<file path="config.mk">
export PLATFORM = sky130hd
export DESIGN_NAME = des_in_stage_flat
export DESIGN_NICKNAME = d
export VERILOG_FILES = /design/src/rtl/des_pkg.sv /design/src/rtl/des_in_stage_if.sv /design/src/rtl/des_perm.sv /design/src/rtl/des_in_stage.sv /design/src/flat_wrapper.sv
export SDC_FILE = /design/constraint.sdc
export NUM_CORES = 1
export LEC_CHECK = 0
export CAP_MARGIN = 15
export CORE_MARGIN = 5
export CORE_UTILIZATION = 25
export DETAILED_ROUTE_END_ITERATION = 12
export HOLD_SLACK_MARGIN = 0.02
export PLACE_DENSITY = 0.52
export SLEW_MARGIN = 20
export SYNTH_ARGS = -nofsm -noshare
export SYNTH_HDL_FRONTEND = slang
export SYNTH_SLANG_ARGS = --single-unit
</file>
<file path="constraint.sdc">
create_clock -name clk -period 3.91 [get_ports clk]
set_input_delay 0.782 -clock clk [delete_from_list [all_inputs] [get_ports clk]]
set_output_delay 0.782 -clock clk [all_outputs]
set_load 0.1 [all_outputs]
</file>
<file path="src/rtl/des_pkg.sv">
// Shared widths, FSM encoding, output payload type and the DES IP / PC-1 tables.
// Table entries are 1-based bit positions where position 1 is the MSB of the source.
package des_pkg;

  localparam int unsigned BYTE_W        = 8;
  localparam int unsigned BLK_W         = 64;
  localparam int unsigned KEY_W         = 64;
  localparam int unsigned RKEY_W        = 56;
  localparam int unsigned BYTES_PER_BLK = BLK_W / BYTE_W;
  localparam int unsigned CNT_W         = 4;
  localparam int unsigned BCNT_W        = 16;
  localparam int unsigned TBL_ENT_W     = 8;
  localparam int unsigned ST_W          = 2;

  localparam logic [ST_W-1:0] ST_IDLE = 2'd0;
  localparam logic [ST_W-1:0] ST_FILL = 2'd1;
  localparam logic [ST_W-1:0] ST_FULL = 2'd2;

  // Output register payload handed to the decrypt core
  typedef struct packed {
    logic [BLK_W-1:0]  blk;
    logic [RKEY_W-1:0] key;
  } des_out_t;

  localparam logic [BLK_W*TBL_ENT_W-1:0] IP_TABLE = {
    8'd58, 8'd50, 8'd42, 8'd34, 8'd26, 8'd18, 8'd10, 8'd2,
    8'd60, 8'd52, 8'd44, 8'd36, 8'd28, 8'd20, 8'd12, 8'd4,
    8'd62, 8'd54, 8'd46, 8'd38, 8'd30, 8'd22, 8'd14, 8'd6,
    8'd64, 8'd56, 8'd48, 8'd40, 8'd32, 8'd24, 8'd16, 8'd8,
    8'd57, 8'd49, 8'd41, 8'd33, 8'd25, 8'd17, 8'd9,  8'd1,
    8'd59, 8'd51, 8'd43, 8'd35, 8'd27, 8'd19, 8'd11, 8'd3,
    8'd61, 8'd53, 8'd45, 8'd37, 8'd29, 8'd21, 8'd13, 8'd5,
    8'd63, 8'd55, 8'd47, 8'd39, 8'd31, 8'd23, 8'd15, 8'd7
  };

  // Parity positions (8,16,..,64) never appear, so parity bits drop out
  localparam logic [RKEY_W*TBL_ENT_W-1:0] PC1_TABLE = {
    8'd57, 8'd49, 8'd41, 8'd33, 8'd25, 8'd17, 8'd9,
    8'd1,  8'd58, 8'd50, 8'd42, 8'd34, 8'd26, 8'd18,
    8'd10, 8'd2,  8'd59, 8'd51, 8'd43, 8'd35, 8'd27,
    8'd19, 8'd11, 8'd3,  8'd60, 8'd52, 8'd44, 8'd36,
    8'd63, 8'd55, 8'd47, 8'd39, 8'd31, 8'd23, 8'd15,
    8'd7,  8'd62, 8'd54, 8'd46, 8'd38, 8'd30, 8'd22,
    8'd14, 8'd6,  8'd61, 8'd53, 8'd45, 8'd37, 8'd29,
    8'd21, 8'd13, 8'd5,  8'd28, 8'd20, 8'd12, 8'd4
  };

endpackage

</file>
<file path="src/rtl/des_in_stage_if.sv">
// Byte-in / block-out bus of the DES input stage.
// slave is the stage's view, master is the driver/consumer view.
interface des_in_stage_if;
  import des_pkg::*;

  logic [BYTE_W-1:0] s_data;
  logic              s_valid;
  logic              s_ready;
  logic [KEY_W-1:0]  key_in;
  logic              key_load;
  logic [BLK_W-1:0]  m_block;
  logic [RKEY_W-1:0] m_key;
  logic              m_valid;
  logic              m_ready;
  logic [BCNT_W-1:0] blk_cnt;

  modport slave (
    input  s_data, s_valid, key_in, key_load, m_ready,
    output s_ready, m_block, m_key, m_valid, blk_cnt
  );

  modport master (
    output s_data, s_valid, key_in, key_load, m_ready,
    input  s_ready, m_block, m_key, m_valid, blk_cnt
  );

endinterface

</file>
<file path="src/rtl/des_perm.sv">
// Pure bit-permutation: output bit k (MSB first) takes input position TABLE[k],
// where position 1 is the input MSB.
module des_perm
  import des_pkg::*;
#(
  parameter int unsigned                       IN_W  = 64,
  parameter int unsigned                       OUT_W = 64,
  parameter logic [OUT_W*TBL_ENT_W-1:0]        TABLE = '0
) (
  input  logic [IN_W-1:0]  i_in,
  output logic [OUT_W-1:0] o_out
);

  for (genvar g = 0; g < int'(OUT_W); g++) begin : g_bit
    localparam int unsigned SRC = 32'(TABLE[(OUT_W-1-g)*TBL_ENT_W +: TBL_ENT_W]);
    assign o_out[OUT_W-1-g] = i_in[IN_W-SRC];
  end

  // Tables that drop bits (PC-1 parity) leave some inputs unread
  logic w_unused;
  assign w_unused = ^i_in;

endmodule

</file>
<file path="src/rtl/des_in_stage.sv">
// DES input stage: assembles bytes into 64-bit blocks, applies IP to the block and
// PC-1 to the key snapshot, and hands {block,key} to the core through an output register.
module des_in_stage
  import des_pkg::*;
(
  input  logic          clk,
  input  logic          rst_n,
  des_in_stage_if.slave bus
);

  logic [ST_W-1:0]   r_state,   w_state_nxt;
  logic [CNT_W-1:0]  r_cnt,     w_cnt_nxt;
  logic [BLK_W-1:0]  r_asm,     w_asm_nxt;
  logic [KEY_W-1:0]  r_key,     w_key_nxt;
  des_out_t          r_out,     w_out_nxt;
  logic              r_m_valid, w_m_valid_nxt;
  logic              r_s_ready, w_s_ready_nxt;
  logic [BCNT_W-1:0] r_blk_cnt, w_blk_cnt_nxt;

  logic              w_acc;
  logic              w_take;
  logic              w_load;
  logic [KEY_W-1:0]  w_key_sel;
  logic [BLK_W-1:0]  w_ip;
  logic [RKEY_W-1:0] w_pc1;

  assign w_acc  = bus.s_valid & r_s_ready;
  assign w_take = r_m_valid & bus.m_ready;
  // Full block moves out whenever the output register is empty or draining this cycle
  assign w_load = (r_state == ST_FULL) & (~r_m_valid | bus.m_ready);
  // A key strobe coinciding with the load wins over the stored key
  assign w_key_sel = bus.key_load ? bus.key_in : r_key;

  des_perm #(
    .IN_W  (BLK_W),
    .OUT_W (BLK_W),
    .TABLE (IP_TABLE)
  ) u_ip (
    .i_in  (r_asm),
    .o_out (w_ip)
  );

  des_perm #(
    .IN_W  (KEY_W),
    .OUT_W (RKEY_W),
    .TABLE (PC1_TABLE)
  ) u_pc1 (
    .i_in  (w_key_sel),
    .o_out (w_pc1)
  );

  // Next-state and registered-output logic
  always_comb begin
    w_state_nxt   = r_state;
    w_cnt_nxt     = r_cnt;
    w_asm_nxt     = r_asm;
    w_key_nxt     = r_key;
    w_out_nxt     = r_out;
    w_m_valid_nxt = r_m_valid;
    w_blk_cnt_nxt = r_blk_cnt;
    w_s_ready_nxt = 1'b0;

    if (bus.key_load) begin
      w_key_nxt = bus.key_in;
    end

    case (r_state)
      ST_IDLE, ST_FILL: begin
        if (w_acc) begin
          w_asm_nxt   = {r_asm[BLK_W-BYTE_W-1:0], bus.s_data};
          w_cnt_nxt   = r_cnt + CNT_W'(1);
          w_state_nxt = (r_cnt == CNT_W'(BYTES_PER_BLK - 1)) ? ST_FULL : ST_FILL;
        end
      end
      ST_FULL: begin
        if (w_load) begin
          w_state_nxt = ST_IDLE;
          w_cnt_nxt   = '0;
        end
      end
      default: begin
        w_state_nxt = ST_IDLE;
        w_cnt_nxt   = '0;
      end
    endcase

    if (w_load) begin
      w_out_nxt.blk = w_ip;
      w_out_nxt.key = w_pc1;
      w_m_valid_nxt = 1'b1;
    end else if (w_take) begin
      w_m_valid_nxt = 1'b0;
    end

    if (w_take) begin
      w_blk_cnt_nxt = r_blk_cnt + BCNT_W'(1);
    end

    w_s_ready_nxt = (w_state_nxt != ST_FULL);
  end

  always_ff @(posedge clk) begin
    if (!rst_n) begin
      r_state   <= ST_IDLE;
      r_cnt     <= '0;
      r_asm     <= '0;
      r_key     <= '0;
      r_out     <= '0;
      r_m_valid <= 1'b0;
      r_s_ready <= 1'b0;
      r_blk_cnt <= '0;
    end else begin
      r_state   <= w_state_nxt;
      r_cnt     <= w_cnt_nxt;
      r_asm     <= w_asm_nxt;
      r_key     <= w_key_nxt;
      r_out     <= w_out_nxt;
      r_m_valid <= w_m_valid_nxt;
      r_s_ready <= w_s_ready_nxt;
      r_blk_cnt <= w_blk_cnt_nxt;
    end
  end

  assign bus.s_ready = r_s_ready;
  assign bus.m_block = r_out.blk;
  assign bus.m_key   = r_out.key;
  assign bus.m_valid = r_m_valid;
  assign bus.blk_cnt = r_blk_cnt;

endmodule

</file>
<file path="src/flat_wrapper.sv">
// flat-port wrapper written by rule: the top's interface ports become plain ports
module des_in_stage_flat import des_pkg::*;
  (clk, rst_n, bus_s_data, bus_s_valid, bus_key_in, bus_key_load, bus_m_ready, bus_s_ready, bus_m_block, bus_m_key, bus_m_valid, bus_blk_cnt);
  des_in_stage_if bus_i ();
  input  logic clk;
  input  logic rst_n;
  input wire logic [$bits(bus_i.s_data)-1:0] bus_s_data;
  input wire logic [$bits(bus_i.s_valid)-1:0] bus_s_valid;
  input wire logic [$bits(bus_i.key_in)-1:0] bus_key_in;
  input wire logic [$bits(bus_i.key_load)-1:0] bus_key_load;
  input wire logic [$bits(bus_i.m_ready)-1:0] bus_m_ready;
  output wire logic [$bits(bus_i.s_ready)-1:0] bus_s_ready;
  output wire logic [$bits(bus_i.m_block)-1:0] bus_m_block;
  output wire logic [$bits(bus_i.m_key)-1:0] bus_m_key;
  output wire logic [$bits(bus_i.m_valid)-1:0] bus_m_valid;
  output wire logic [$bits(bus_i.blk_cnt)-1:0] bus_blk_cnt;
  assign bus_i.s_data = bus_s_data;
  assign bus_i.s_valid = bus_s_valid;
  assign bus_i.key_in = bus_key_in;
  assign bus_i.key_load = bus_key_load;
  assign bus_i.m_ready = bus_m_ready;
  assign bus_s_ready = bus_i.s_ready;
  assign bus_m_block = bus_i.m_block;
  assign bus_m_key = bus_i.m_key;
  assign bus_m_valid = bus_i.m_valid;
  assign bus_blk_cnt = bus_i.blk_cnt;
  des_in_stage u_core (.clk(clk), .rst_n(rst_n), .bus(bus_i));
endmodule
</file>
==> metrics, run 1 <==
Tcrit/Tclk final=77.6%; register area=5290 µm²; Worst Path Max Fanout=7; Slew HR=28.7%; Skew-Pair Late Insertion Delay=0.56 ns; drt pass-1 iters=4; first-pass GRT wire length=38.5 mm; worst path buffer plus inverter count=1; mean number of vias per cell=4.38; full die area=40700 µm²; Post-CTS Hold Buffers=0; Worst setup SP type=flip-flop; layout cells sized above 1=5.25%; post-route cell area=12700 µm²; post-synthesis cell area=9190 µm²; GRT Overall Usage=11.2%; grt total ovfl=0; Synth Flop Type=dfxtp_1; Layout Nets=1296; fmax=330 MHz; initial antenna violation count=2; max-slew violations=0; min Tclk post-route=3.03 ns; Final Hold Fails=0; fill cell count=3816; Cell Area, Placed=11700 µm²; final hold slack=0.451 ns; htree depth=1; Post-DRT Antenna Nets=0; Final Util=34.9%; CP peak stage delay=1.20 ns; drt drc=0; die width=202 µm; setup TNS=0 ns; critical path type=reg -> out; post_cts resized=0; top cell family by delay on the critical path=buffers and inverters; DRT Wirelength=24.0 mm; YS warnings=0; multi-input combinational cell area=3600 µm²; register area share after synthesis=57.5%; CP cell instances=clkdlybuf4s50_1; routed vias=7478; CTS buffer count=31; Slew @ Worst Pin=1.07 ns; Worst Path Arrival=2.25 ns; clk slew on worst S/H paths=0.06 ns; clock skew=0.0177 ns; Starting Density=25.2%; count of different cell masters after synthesis=37; Sink Count=264; 1st-iter DRT viols=308; # port buffers=206; status=finished clean; Wirelength per Cell=14.1 µm; CP Data Required Time=3.13 ns; CTS Buffer Depth=3; RSZ-0062 raised after global routing=false; row cnt=70; Syn Area/Cell=8.81 µm²; Top Ports=215; largest net degree at the start of global routing=107; Hold Path Class=reg -> reg; Post-synth EDFFs=0; Die H=202 µm; core footprint=36400 µm²; syn nets=1123; Peak VDD IR=314 µV; number of global-route vias before repair=7186; postcts setup bufs=0; Final Wtd Congestion=0.715; leakage=4.37 nW; DP HPWL=14.9 mm; PD cells=466 nW/µm²; CTS tree=built; # setup viols final=0; P&R area growth vs syn=38.4%; CP max-delay cell=clkdlybuf4s50_1; Synth Instances=1044; root buf cell=clkbuf_16; Max-Cap Viols=0; FFs w/ async S/R, synth=0%; Seq cells post-synth=264; Crit. End Element=primary output
-- synthesized netlist by cell type, types with 2 or more instances --
cell | n | share of area, %
a211oi_1 | 56 | 4.6
a21oi_1 | 136 | 7.4
and2_1 | 2 | 0.14
and4_1 | 2 | 0.19
buf_1 | 6 | 0.24
buf_2 | 19 | 1.0
clkbuf_1 | 50 | 2.0
dfxtp_1 | 264 | 57
ha_1 | 2 | 0.27
inv_1 | 2 | 0.082
mux2i_1 | 56 | 6.1
nand2_1 | 267 | 11
nand2b_1 | 3 | 0.20
nand3_1 | 4 | 0.22
nand3b_1 | 2 | 0.16
nand4_1 | 3 | 0.20
nand4_2 | 2 | 0.27
nor2_1 | 130 | 5.3
nor3_1 | 6 | 0.33
nor4_1 | 3 | 0.20
o21ai_0 | 2 | 0.11
xnor2_1 | 6 | 0.57
xor2_1 | 7 | 0.67
-- where the power goes --
group / total [mW] / switching (mW) / internal, mW
sequential: 2.75 / 0.0142 / 2.73
combinational: 0.245 / 0.135 / 0.110
clock: 2.94 / 1.10 / 1.84
-- flip-flops by register name (all words and copies together) (netlist names) --
register and flops:
u_core.bus.blk_cnt 16, u_core.r_key 56, u_core.bus.m_block 64, u_core.r_state 2, u_core.r_cnt 4, u_core.bus.m_key 56
u_core.bus.m_valid 1, u_core.bus.s_ready 1, u_core.r_asm 64
-- metrics by stage --
step	cells	setup slack [ns]	total power, mW
global placement	1652	1.23	3.05
finish	1706	0.877	5.93
detailed placement	1652	1.15	3.06
global route	1705	0.775	6.19
floorplan	1044	1.50	2.94
CTS	1705	0.824	6.06
-- final timing paths --
| path | start | to | slack [ns] | cells after the start |
|---|---|---|---|---|
| worst max-delay path | u_core.bus.blk_cnt[2] | bus_blk_cnt[2] | 0.88 | 1 |
| worst min register to register | u_core.r_asm[56] | u_core.bus.m_block[32] | 0.45 | 2 |
| worst min-delay path | u_core.r_asm[56] | u_core.bus.m_block[32] | 0.45 | 2 |
| worst max register to register | u_core.bus.blk_cnt[6] | u_core.bus.blk_cnt[13] | 2.13 | 4 |
-- cells by family after synthesis --
| group | count (synthesis) | share of synthesized area (%) |
|---|---|---|
| AO/OA/AOI/OAI | 199 | 12.5 |
| buffers and inverters | 79 | 3.50 |
| multiplexers | 56 | 6.10 |
| XOR/XNOR | 13 | 1.24 |
| AND/OR/NAND/NOR | 431 | 18.9 |
| flip-flops | 264 | 57.5 |
| adder cells (fa/ha/maj) | 2 | 0.272 |
-- layout make-up --
cell class,instances,share of cell area [%]
well taps,468,4.60
multi-input cells,701,28.3
repair buffers,215,17.2
inverters,4,0.187
diodes,1,0.0197
flip-flops and latches,264,41.5
clock inverters,7,1.09
clock buffers,46,7.09
-- cells in the final DEF (no fill, tap or decap), types with 2 or more instances in the layout --
cell type	synthesis	routed
nand2_1	267	267
dfxtp_1	264	264
clkdlybuf4s50_1	0	205
a21oi_1	136	136
nor2_1	130	130
mux2i_1	56	56
a211oi_1	56	56
clkbuf_16	0	31
clkbuf_1	50	8
xor2_1	7	7
clkbuf_8	0	7
nor3_1	6	6
xnor2_1	6	6
buf_4	0	5
buf_12	0	5
nand3_1	4	4
bufinv_16	0	4
nand4_1	3	3
nor4_1	3	3
nand3b_1	2	2
nand4_2	2	2
inv_1	2	2
and4_1	2	2
o21ai_0	2	2
nand2b_1	3	2
and2_1	2	2
ha_1	2	2
clkinv_2	0	2
-- routing by layer --
layer | routed length, µm | GRT usage (%)
met4 | 544 | 3.08
met3 | 2830 | 6.53
met2 | 9990 | 16.9
met1 | 10600 | 13.7
met5 | 20 | 0
(Power assumes the default switching activity.)
==> inputs of run 2 (changes only) <==
- PLACE_DENSITY: 0.52 -> 0.53
- clock period: 3.91 -> 2.6 ns (I/O delays scaled with it)
==> metrics, run 2 (synthesis results as in run 1) <==
Worst Path Max Fanout=7; first-pass GRT wire length=38.9 mm; # port buffers=206; routed vias=7506; Max-Cap Viols=0; PD cells=711 nW/µm²; Hold Path Class=reg -> reg; Worst Path Arrival=1.41 ns; worst path buffer plus inverter count=1; root buf cell=clkbuf_16; Final Wtd Congestion=0.705; Logic pwr share=4.3%; grt total ovfl=0; Skew-Pair Late Insertion Delay=0.55 ns; RSZ-0062 raised after global routing=false; fill cell count=3843; die width=202 µm; register area=5290 µm²; top cell family by delay on the critical path=flip-flops; drt drc=0; final non-filler cell total=1713; Wirelength per Cell=14.0 µm; min Tclk post-route=1.93 ns; internal power=7.00 mW; fmax=519 MHz; clock share of power=49.2%; Top Ports=215; multi-input combinational cell area=3600 µm²; Slew @ Worst Pin=0.489 ns; mean number of vias per cell=4.38; Post-CTS Hold Buffers=0; Peak VDD IR=444 µV; largest net degree at the start of global routing=79; DP HPWL=15.5 mm; number of global-route vias before repair=7010; switch share=21.3%; leakage=4.72 nW; commonest non-fill, non-tap cells in the layout=nand2_1 (267), dfxtp_1 (264), buf_4 (145); CP cell instances=buf_4; Final Hold Fails=0; postcts setup bufs=0; Post-DRT Antenna Nets=0; Switch Pwr=1.89 mW; clock skew=0.0128 ns; DRT Wirelength=24.0 mm; critical path type=reg -> out; Starting Density=25.2%; row cnt=70; CP max-delay cell=dfxtp_1; setup TNS=0 ns; most common cell after layout, fill and taps aside=nand2_1; initial antenna violation count=0; GRT Overall Usage=11.3%; CTS tree=built; CP Data Required Time=2.08 ns; drt pass-1 iters=4; P&R area growth vs syn=35.9%; Layout Nets=1302; 1st-iter DRT viols=387; Seq pwr share=46.5%; final hold slack=0.449 ns; status=finished clean; CTS buffer count=30; post_cts resized=0; Slew HR=67.4%; # setup viols final=0; htree depth=1; core footprint=36400 µm²; full die area=40700 µm²; layout cells sized above 1=17.1%; Worst setup SP type=flip-flop; Crit. End Element=primary output; antenna cells=0; Die H=202 µm; clk slew on worst S/H paths=0.06 ns; CP peak stage delay=0.50 ns; Tcrit/Tclk final=74.1%; Sink Count=264; CTS Buffer Depth=3; max-slew violations=0; placed cells=1659
[run 2: changes by cell type in the layout (fill, tap and decap cells not counted), sizes merged]
| cell | delta |
|---|---|
| clkinv | +3 |
| buf | +145 |
| clkbuf | -3 |
| diode | -1 |
| clkdlybuf4s50 | -138 |
| clkinvlp | +1 |
[run 2: per-layer routing]
layer / wire length, µm / track usage (%) / share of wire [%]
met2: 10000 / 16.4 / 42
met5: 0 / 0 / 0
met3: 2670 / 5.53 / 11
met1: 10700 / 15.0 / 45
met4: 602 / 3.00 / 2.5
[run 2: power by group through the flow]
stage | clock network (mW) | logic [mW] | registers [mW]
finish | 4.37 | 0.386 | 4.13
detailed placement | 0 | 0.395 | 4.22
global route | 4.70 | 0.427 | 4.13
floorplan | 0 | 0.203 | 4.22
CTS | 4.54 | 0.396 | 4.13
global placement | 0 | 0.390 | 4.22
[run 2: worst paths after layout]
path / startpoint / end / slack, ns / depth (start not counted)
setup reg to reg: u_core.bus.blk_cnt[6] / u_core.bus.blk_cnt[13] / 0.79 / 4
hold reg to reg: u_core.r_asm[57] / u_core.bus.m_block[0] / 0.45 / 2
hold / removal: u_core.r_asm[57] / u_core.bus.m_block[0] / 0.45 / 2
setup / recovery: u_core.bus.blk_cnt[2] / bus_blk_cnt[2] / 0.67 / 1
[run 2: layout make-up]
class                           instances  area share (%)
Timing Repair Buffer                  222            15.7
Multi-Input combinational cell        701            28.8
Tap cell                              468            4.69
Clock buffer                           43            6.96
Clock inverter                         11            1.41
Inverter                                4           0.190
Sequential cell                       264            42.3
[run 2: per-stage QoR]
step	setup WS, ns	cell area [µm²]	util [%]	power (mW)
2_1_floorplan	0.191	9190	-	4.42
3_3_place_gp	0.442	11500	31.4	4.61
3_5_place_dp	0.401	11500	31.4	4.61
4_1_cts	0.641	12500	34.3	9.07
5_1_grt	0.625	12500	34.3	9.26
6_report	0.674	12500	34.3	8.89
==> inputs of run 3 (changes only) <==
- PLACE_DENSITY: 0.53 -> 0.52
- clock period: 2.6 -> 1.9 ns (I/O delays scaled with it)
==> metrics, run 3 (synthesis results as in run 1) <==
status=finished clean; first-pass GRT wire length=39.4 mm; DP HPWL=16.2 mm; fill cell count=3740; htree depth=1; Top Ports=215; min Tclk post-route=1.70 ns; post-route cell area=13000 µm²; fmax=589 MHz; Crit. End Element=flip-flop; most common cell after layout, fill and taps aside=nand2_1; drt pass-1 iters=5; Max-Cap Viols=0; Die H=202 µm; WHS Path Cells=3; critical path type=reg -> reg; DRT Wirelength=24.1 mm; Sink Count=264; CP Data Required Time=2.37 ns; # setup viols final=0; Wirelength per Cell=13.9 µm; Worst Path Max Fanout=5; GRT Overall Usage=11.5%; Worst setup SP type=flip-flop; Peak VDD IR=619 µV; die width=202 µm; final non-filler cell total=1730; clock skew=0.0115 ns; 1st-iter DRT viols=288; CP cell instances=nand4_2 -> or3_4 -> or4_1 -> a21oi_1; Final Hold Fails=0; CTS tree=built; CP max-delay cell=or4_1; mean number of vias per cell=4.33; core footprint=36400 µm²; drt drc=0; initial antenna violation count=1; final hold slack=0.397 ns; CP peak stage delay=0.50 ns; # port buffers=206; Placement Setup Slack=-0.123 ns; routed vias=7497; grt total ovfl=0; placed cells=1673; worst r2r path cells=4; Starting Density=25.2%; max-slew violations=0; Final Wtd Congestion=0.732; RSZ-0062 raised after global routing=false; setup TNS=0 ns; Final Util=35.7%; Cell Area, Placed=11900 µm²; Post-CTS Hold Buffers=0; number of global-route vias before repair=7296; commonest non-fill, non-tap cells in the layout=nand2_1 (267), dfxtp_1 (250), a21oi_1 (136); row cnt=70; Slew @ Worst Pin=0.396 ns; Slew HR=73.3%; postcts setup bufs=0; full die area=40700 µm²; largest net degree at the start of global routing=69; Hold Path Class=in -> reg; layout cells sized above 1=19.3%; clk slew on worst S/H paths=0.06 ns; Layout Nets=1316; leakage=4.91 nW; Worst Path Arrival=2.17 ns; PnR worst setup slack=0.201 ns; Skew-Pair Late Insertion Delay=0.54 ns; post_cts resized=0; Tcrit/Tclk final=89.4%; CTS buffer count=30; Post-DRT Antenna Nets=0; root buf cell=clkbuf_16; P&R area growth vs syn=41.5%; PD cells=965 nW/µm²; CTS Buffer Depth=3; Final Power=12.6 mW
[run 3: changes by cell type in the layout (fill, tap and decap cells not counted), sizes merged]
cell      change
clkinvlp      -1
buf          +14
clkinv        -2
inv           -1
bufinv        +1
clkbuf        +5
diode         +1
[run 3: critical path: cells and delay by family (launching register included)]
family / cells / cell delay (ns)
compound gates: 1 / 0.15
simple gates: 3 / 1.09
flops: 1 / 0.39
[run 3: worst paths after layout]
check	from	slack (ns)	to
hold / removal	bus_s_data[6]	0.40	u_core.r_asm[6]
setup reg to reg	u_core.bus.blk_cnt[8]	0.20	u_core.bus.blk_cnt[13]
setup / recovery	u_core.bus.blk_cnt[8]	0.20	u_core.bus.blk_cnt[13]
hold reg to reg	u_core.r_asm[57]	0.45	u_core.bus.m_block[0]
[run 3: area by class of cell]
type	count	area (µm²)	share of cell area, %
clock buffer	48	950	7.30
clock inverter	8	169	1.30
tap	468	586	4.50
timing repair buffer	236	2380	18.3
inverter	4	23.8	0.183
multi-input combinational	701	3600	27.7
antenna	1	2.50	0.0192
sequential	264	5300	40.8
[run 3: layer usage]
layer | vias up | share of wire [%] | track usage, %
met5 | - | 0 | 0
met1 | 3398 | 43 | 14.1
met2 | 200 | 43 | 17.9
met3 | 35 | 11 | 5.56
met4 | 0 | 2.5 | 3.15
li1 | 3864 | - | -
[run 3: power breakdown]
group          internal [mW]  total, mW  leakage [nW]  switching [mW]
clock                   4.07       6.35         0.551            2.27
combinational          0.271      0.557          2.22           0.286
sequential              5.62       5.65          2.15          0.0302
total                   9.97       12.6          4.91            2.59
==> patch 1, RTL diff (flow settings as in run 2) <==
Reset style: asynchronous (`rst_n`), changed in one clocked block.
--- a/src/rtl/des_in_stage.sv
+++ b/src/rtl/des_in_stage.sv
@@ -101,3 +101,3 @@
 
-  always_ff @(posedge clk) begin
+  always_ff @(posedge clk or negedge rst_n) begin
     if (!rst_n) begin
Formal check against the unedited RTL: differs if rst_n is asserted again (counterexample within 4 cycles, from zero or initial values and one cycle with rst_n low); with rst_n held inactive, the same outputs for 10 cycles.
==> patch 1 against run 2 <==
- routed wire length down 3.8%
- sequential cell count unchanged
- clock skew down 4.2 ps
- via count down 18%
- setup slack better by 68 ps
- highest routed layer unchanged
- critical endpoint is now bus_blk_cnt[3]
- final area up 7.8%
- first-iteration DRC count down 44%
- area after synthesis up 8.7%
Power is not shown: default switching activity piles up to over one toggle a cycle in this logic, so the estimate is an artifact.
==> patch 1: results (changes against run 2) <==
result of the run=completed (unchanged); async set-or-reset flop fraction in the synthesized netlist=100% (was 0%); worst clock skew=8.57 ps (was 12.8 ps); largest net degree at the start of global routing=70 (was 79); maximum net fanout on the critical path=6 (was 7); highest cell delay on the worst timing path=450 ps (was 500 ps); top cells by instance count after synthesis=264 x sky130_fd_sc_hd__dfrtp_1, 198 x sky130_fd_sc_hd__nand2_1, 100 x sky130_fd_sc_hd__mux2_1, 78 x sky130_fd_sc_hd__mux2_2 (was 267 x sky130_fd_sc_hd__nand2_1, 264 x sky130_fd_sc_hd__dfxtp_1, 136 x sky130_fd_sc_hd__a21oi_1, 130 x sky130_fd_sc_hd__nor2_1); Root Buffer=sky130_fd_sc_hd__clkbuf_16 (unchanged); sum of routed wire length over all layers=23100 um (was 24000 um); nets@finish=1039 (was 1302); total clock buffers created by CTS=31 (was 30); Starting DRT DRC Count=216 (was 387); worst endpoint data arrival time=1340 ps (was 1410 ps); number of antenna repair diodes=0 (unchanged); part of the Yosys area used for sequential elements=66.1% (was 57.5%); maximum number of buffers from clock root to sink=3 (unchanged); Worst Max-Slew Pin Slew=743 ps (was 489 ps); final setup fails=0 (unchanged); via count normalized by instance count=4.07 (was 4.38); first-pass GRT wire length=38000 um (was 38900 um); synth unique cells=27 (was 37); HPWL after DPL=15500 um (about the same); Post-Syn Nets=811 (was 1123); vias in the first global route=6580 (was 7010); Filler Cells Inserted=3997 (was 3843); ranking of synthesized cells by area=sky130_fd_sc_hd__dfrtp_1 66%, sky130_fd_sc_hd__mux2_1 11%, sky130_fd_sc_hd__mux2_2 8.8% (was sky130_fd_sc_hd__dfxtp_1 57%, sky130_fd_sc_hd__nand2_1 11%, sky130_fd_sc_hd__a21oi_1 7.4%); pre-CTS WS=218 ps (was 401 ps); count of nets left with antenna violations after detail routing=0 (unchanged); latest clock arrival within the worst-skew pair=560 ps; final RePlAce weighted congestion=0.710 (was 0.705); share of final-layout standard cells stronger than drive strength 1=29.6% (was 17.1%); GR Util All Layers=10.5% (was 11.3%); cell with the biggest individual delay on the critical path=sky130_fd_sc_hd__dfrtp_1 (was sky130_fd_sc_hd__dfxtp_1); category of cells accounting for the largest share of critical-path delay=flip-flops (unchanged); cell area after placement=12500 um^2 (was 11500 um^2); worst min-delay path category=reg2reg (unchanged)
-- patch 1: layer usage --
layer / up-vias / GRT usage, % / wire length [um]
met5: - / 0 / 0
met1: 2997 / 14.7 / 10900
met2: 184 / 15.2 / 9560
li1: 2904 / - / -
met3: 42 / 4.08 / 2110
met4: 0 / 2.72 / 479
-- patch 1: cell families after synthesis --
logic type      Yosys count  share of synthesized area, %
flops                   264                          66.1
simple gates            227                          9.20
mux                     180                          20.3
buf+inv                  38                          2.40
xor+xnor                 16                          1.40
compound gates            5                         0.351
fa+ha+maj                 2                         0.250
-- patch 1: area by class of cell --
cell class	count	area (um^2)	share of cell area (%)
tap	525	657	4.88
clock buffer	48	920	6.83
multi-input combinational	430	3160	23.5
sequential	264	6610	49.0
clock inverter	6	86.3	0.641
timing repair buffer	228	2020	15.0
inverter	5	18.8	0.139
-- patch 1: final timing paths --
path                                  startpoint                    end  slack [ps]  cells past startpoint
hold reg to reg                 u_core.r_asm[63]       u_core.r_asm[63]         460                      2
setup / recovery           u_core.bus.blk_cnt[3]         bus_blk_cnt[3]         740                      1
min in group asynchronous                  rst_n   u_core.bus.m_key[23]         530                      2
setup reg to reg              u_core.bus.m_valid  u_core.bus.m_block[6]         850                      5
max in group asynchronous                  rst_n  u_core.bus.m_block[3]        1310                      3
hold / removal                  u_core.r_asm[63]       u_core.r_asm[63]         460                      2
-- patch 1: per-stage QoR --
step | utilization (%) | std cells
6_report | 34.0 | 1506
5_1_grt | 34.0 | 1506
4_1_cts | 34.0 | 1506
3_5_place_dp | 31.4 | 1451
3_3_place_gp | 31.4 | 1451
2_1_floorplan | - | 732
-- patch 1: timing repair --
| item | in CTS | in global routing |
|---|---|---|
| endpoints found under the hold margin | 62 | 0 |
| endpoints found under the setup margin | 0 | 0 |
| buffers inserted | 0 | 0 |
| hold buffers | 1 | 0 |
==> patch 2, RTL diff (settings of run 2) <==
Made on the original files. Take the reset off `r_key` and load it in a clocked block of its own.
--- a/src/rtl/des_in_stage.sv
+++ b/src/rtl/des_in_stage.sv
@@ -106,3 +106,2 @@
       r_asm     <= '0;
-      r_key     <= '0;
       r_out     <= '0;
@@ -115,3 +114,2 @@
       r_asm     <= w_asm_nxt;
-      r_key     <= w_key_nxt;
       r_out     <= w_out_nxt;
@@ -121,2 +119,6 @@
     end
+  end
+
+  always_ff @(posedge clk) begin
+    r_key <= w_key_nxt;
   end
Check against the original RTL: no difference found for any inputs over 10 cycles, from zero or initial values and one cycle with rst_n low; that may be too few to reach the edited logic, so the function may still have changed.
==> patch 2 against run 2 <==
- first-iteration DRC count down 17%
- sequential share of layout area up 0.56 points
- synthesized cell count down 0.96%
- sequential power grew 1%
- non-clock buffer count did not move
- hold slack got worse by 3.6 ps
- area after synthesis shrank 1.3%
- critical path depth did not move
- routed wire length up 0.34%
- setup slack gained 62 ps
- final area fell by 1.3%
- sequential cell count stayed put
- die area is 1.2% lower
- total power down 1.6%
- critical endpoint is now bus_blk_cnt[10]
- highest routed layer is now met5
==> patch 2: results (changes against run 2) <==
first-pass GRT wire length=38900 um (about the same); worst endpoint data arrival time=1340 ps (was 1410 ps); Critical path destination=bus_blk_cnt[10] (was bus_blk_cnt[2]); reg-to-reg slack, setup=990 ps (was 790 ps); global-route met2 utilization=18.0% (was 16.4%); number of antenna repair diodes=0 (unchanged); result of the run=completed (unchanged); Worst Max-Slew Pin Slew=467 ps (was 489 ps); initial antenna violation count=2 (was 0); largest net degree at the start of global routing=73 (was 79); vias in the first global route=7182 (was 7010); final RePlAce weighted congestion=0.728 (was 0.705); total clock buffers created by CTS=29 (was 30); part of the Yosys area used for sequential elements=58.2% (was 57.5%); total vias in the final route=7370 (was 7506); leakage power=4.55 nW (was 4.72 nW); share of final-layout standard cells stronger than drive strength 1=21.3% (was 17.1%); nets@finish=1297 (was 1302); power in the clock group=4.19 mW (was 4.37 mW); combinational logic power=381 uW (was 386 uW); ranking of synthesized cells by area=sky130_fd_sc_hd__dfxtp_1 58%, sky130_fd_sc_hd__nand2_1 16%, sky130_fd_sc_hd__a21oi_1 11% (was sky130_fd_sc_hd__dfxtp_1 57%, sky130_fd_sc_hd__nand2_1 11%, sky130_fd_sc_hd__a21oi_1 7.4%); synth unique cells=36 (was 37); sw frac=20.9% (was 21.3%); routing usage on met3=3.44% (was 5.53%); Starting DRT DRC Count=323 (was 387); met1 routing resource usage after global routing=15.6% (was 15.0%); HPWL after DPL=15100 um (was 15500 um); worst r2r dst=u_core.bus.blk_cnt[15] (was u_core.bus.blk_cnt[13]); routed wire length per instance=14.2 um (was 14.0 um); Peak supply drop=0.000414 V (was 0.000444 V); Post-Syn Nets=1113 (was 1123); top cells by instance count after synthesis=379 x sky130_fd_sc_hd__nand2_1, 264 x sky130_fd_sc_hd__dfxtp_1, 192 x sky130_fd_sc_hd__a21oi_1, 56 x sky130_fd_sc_hd__mux2_2, 40 x sky130_fd_sc_hd__clkbuf_1 (was 267 x sky130_fd_sc_hd__nand2_1, 264 x sky130_fd_sc_hd__dfxtp_1, 136 x sky130_fd_sc_hd__a21oi_1, 130 x sky130_fd_sc_hd__nor2_1); IO Port Bufs=206 (unchanged); area share of the leading cell type in the synthesized netlist=58.2% (was 57.5%); maximum net fanout on the critical path=5 (was 7); highest cell delay on the worst timing path=460 ps (was 500 ps); dominant register cell in the synthesized netlist=sky130_fd_sc_hd__dfxtp_1 (unchanged); worst clock skew=10.3 ps (was 12.8 ps); CP startpoint=u_core.bus.blk_cnt[10] (was u_core.bus.blk_cnt[2]); cell area after placement=11300 um^2 (was 11500 um^2)
patch 2: changes by cell type in the layout (fill, tap and decap cells not counted), sizes merged, moves of 3 or more:
cell / change
a21oi: +56
a211oi: -56
nor2: -114
mux2: +56
mux2i: -56
nand2: +112
nor3: -3
and3: +3
patch 2: kinds of logic (layout without fill, tap and decap cells):
group                    after synthesis  after routing  synth area share [%]
AO/OA/AOI/OAI                        199            199                  11.1
XOR/XNOR                              13             13                  1.25
adder cells (fa/ha/maj)                2              2                 0.276
buffers and inverters                 71            277                  3.21
flip-flops                           264            264                  58.2
multiplexers                          56             56                  6.95
AND/OR/NAND/NOR                      429            429                  19.0
patch 2: stage by stage:
stage	instances	hold WS (ps)	setup WS, ps
6_report	1701	446	737
2_1_floorplan	1034	432	289
3_3_place_gp	1648	443	315
5_1_grt	1701	469	670
3_5_place_dp	1648	446	306
4_1_cts	1701	454	696
patch 2: layer usage:
layer,vias to the layer above,part of all wire [%]
met2,178,43
li1,3755,-
met4,4,1.8
met1,3397,48
met5,-,0.11
met3,36,6.6
patch 2: cell type report:
cell class	instances	area [um^2]
clock inverter	8	119
multi-input combinational	699	3520
fill	3719	23400
sequential	264	5290
timing repair buffer	222	1960
tap	461	577
clock buffer	45	866
inverter	2	12.5
patch 2: worst min-delay path by stage:
stage / endpoint / start / slack [ps]
2_1_floorplan: u_core.bus.m_block[0] / u_core.r_asm[57] / 430
6_report: u_core.bus.m_block[8] / u_core.r_asm[59] / 450
5_1_grt: u_core.bus.m_key[33] / u_core.bus.m_key[33] / 470
4_1_cts: u_core.bus.m_block[8] / u_core.r_asm[59] / 450
3_5_place_dp: u_core.bus.m_block[48] / u_core.r_asm[60] / 450
3_3_place_gp: u_core.bus.m_block[56] / u_core.r_asm[62] / 440
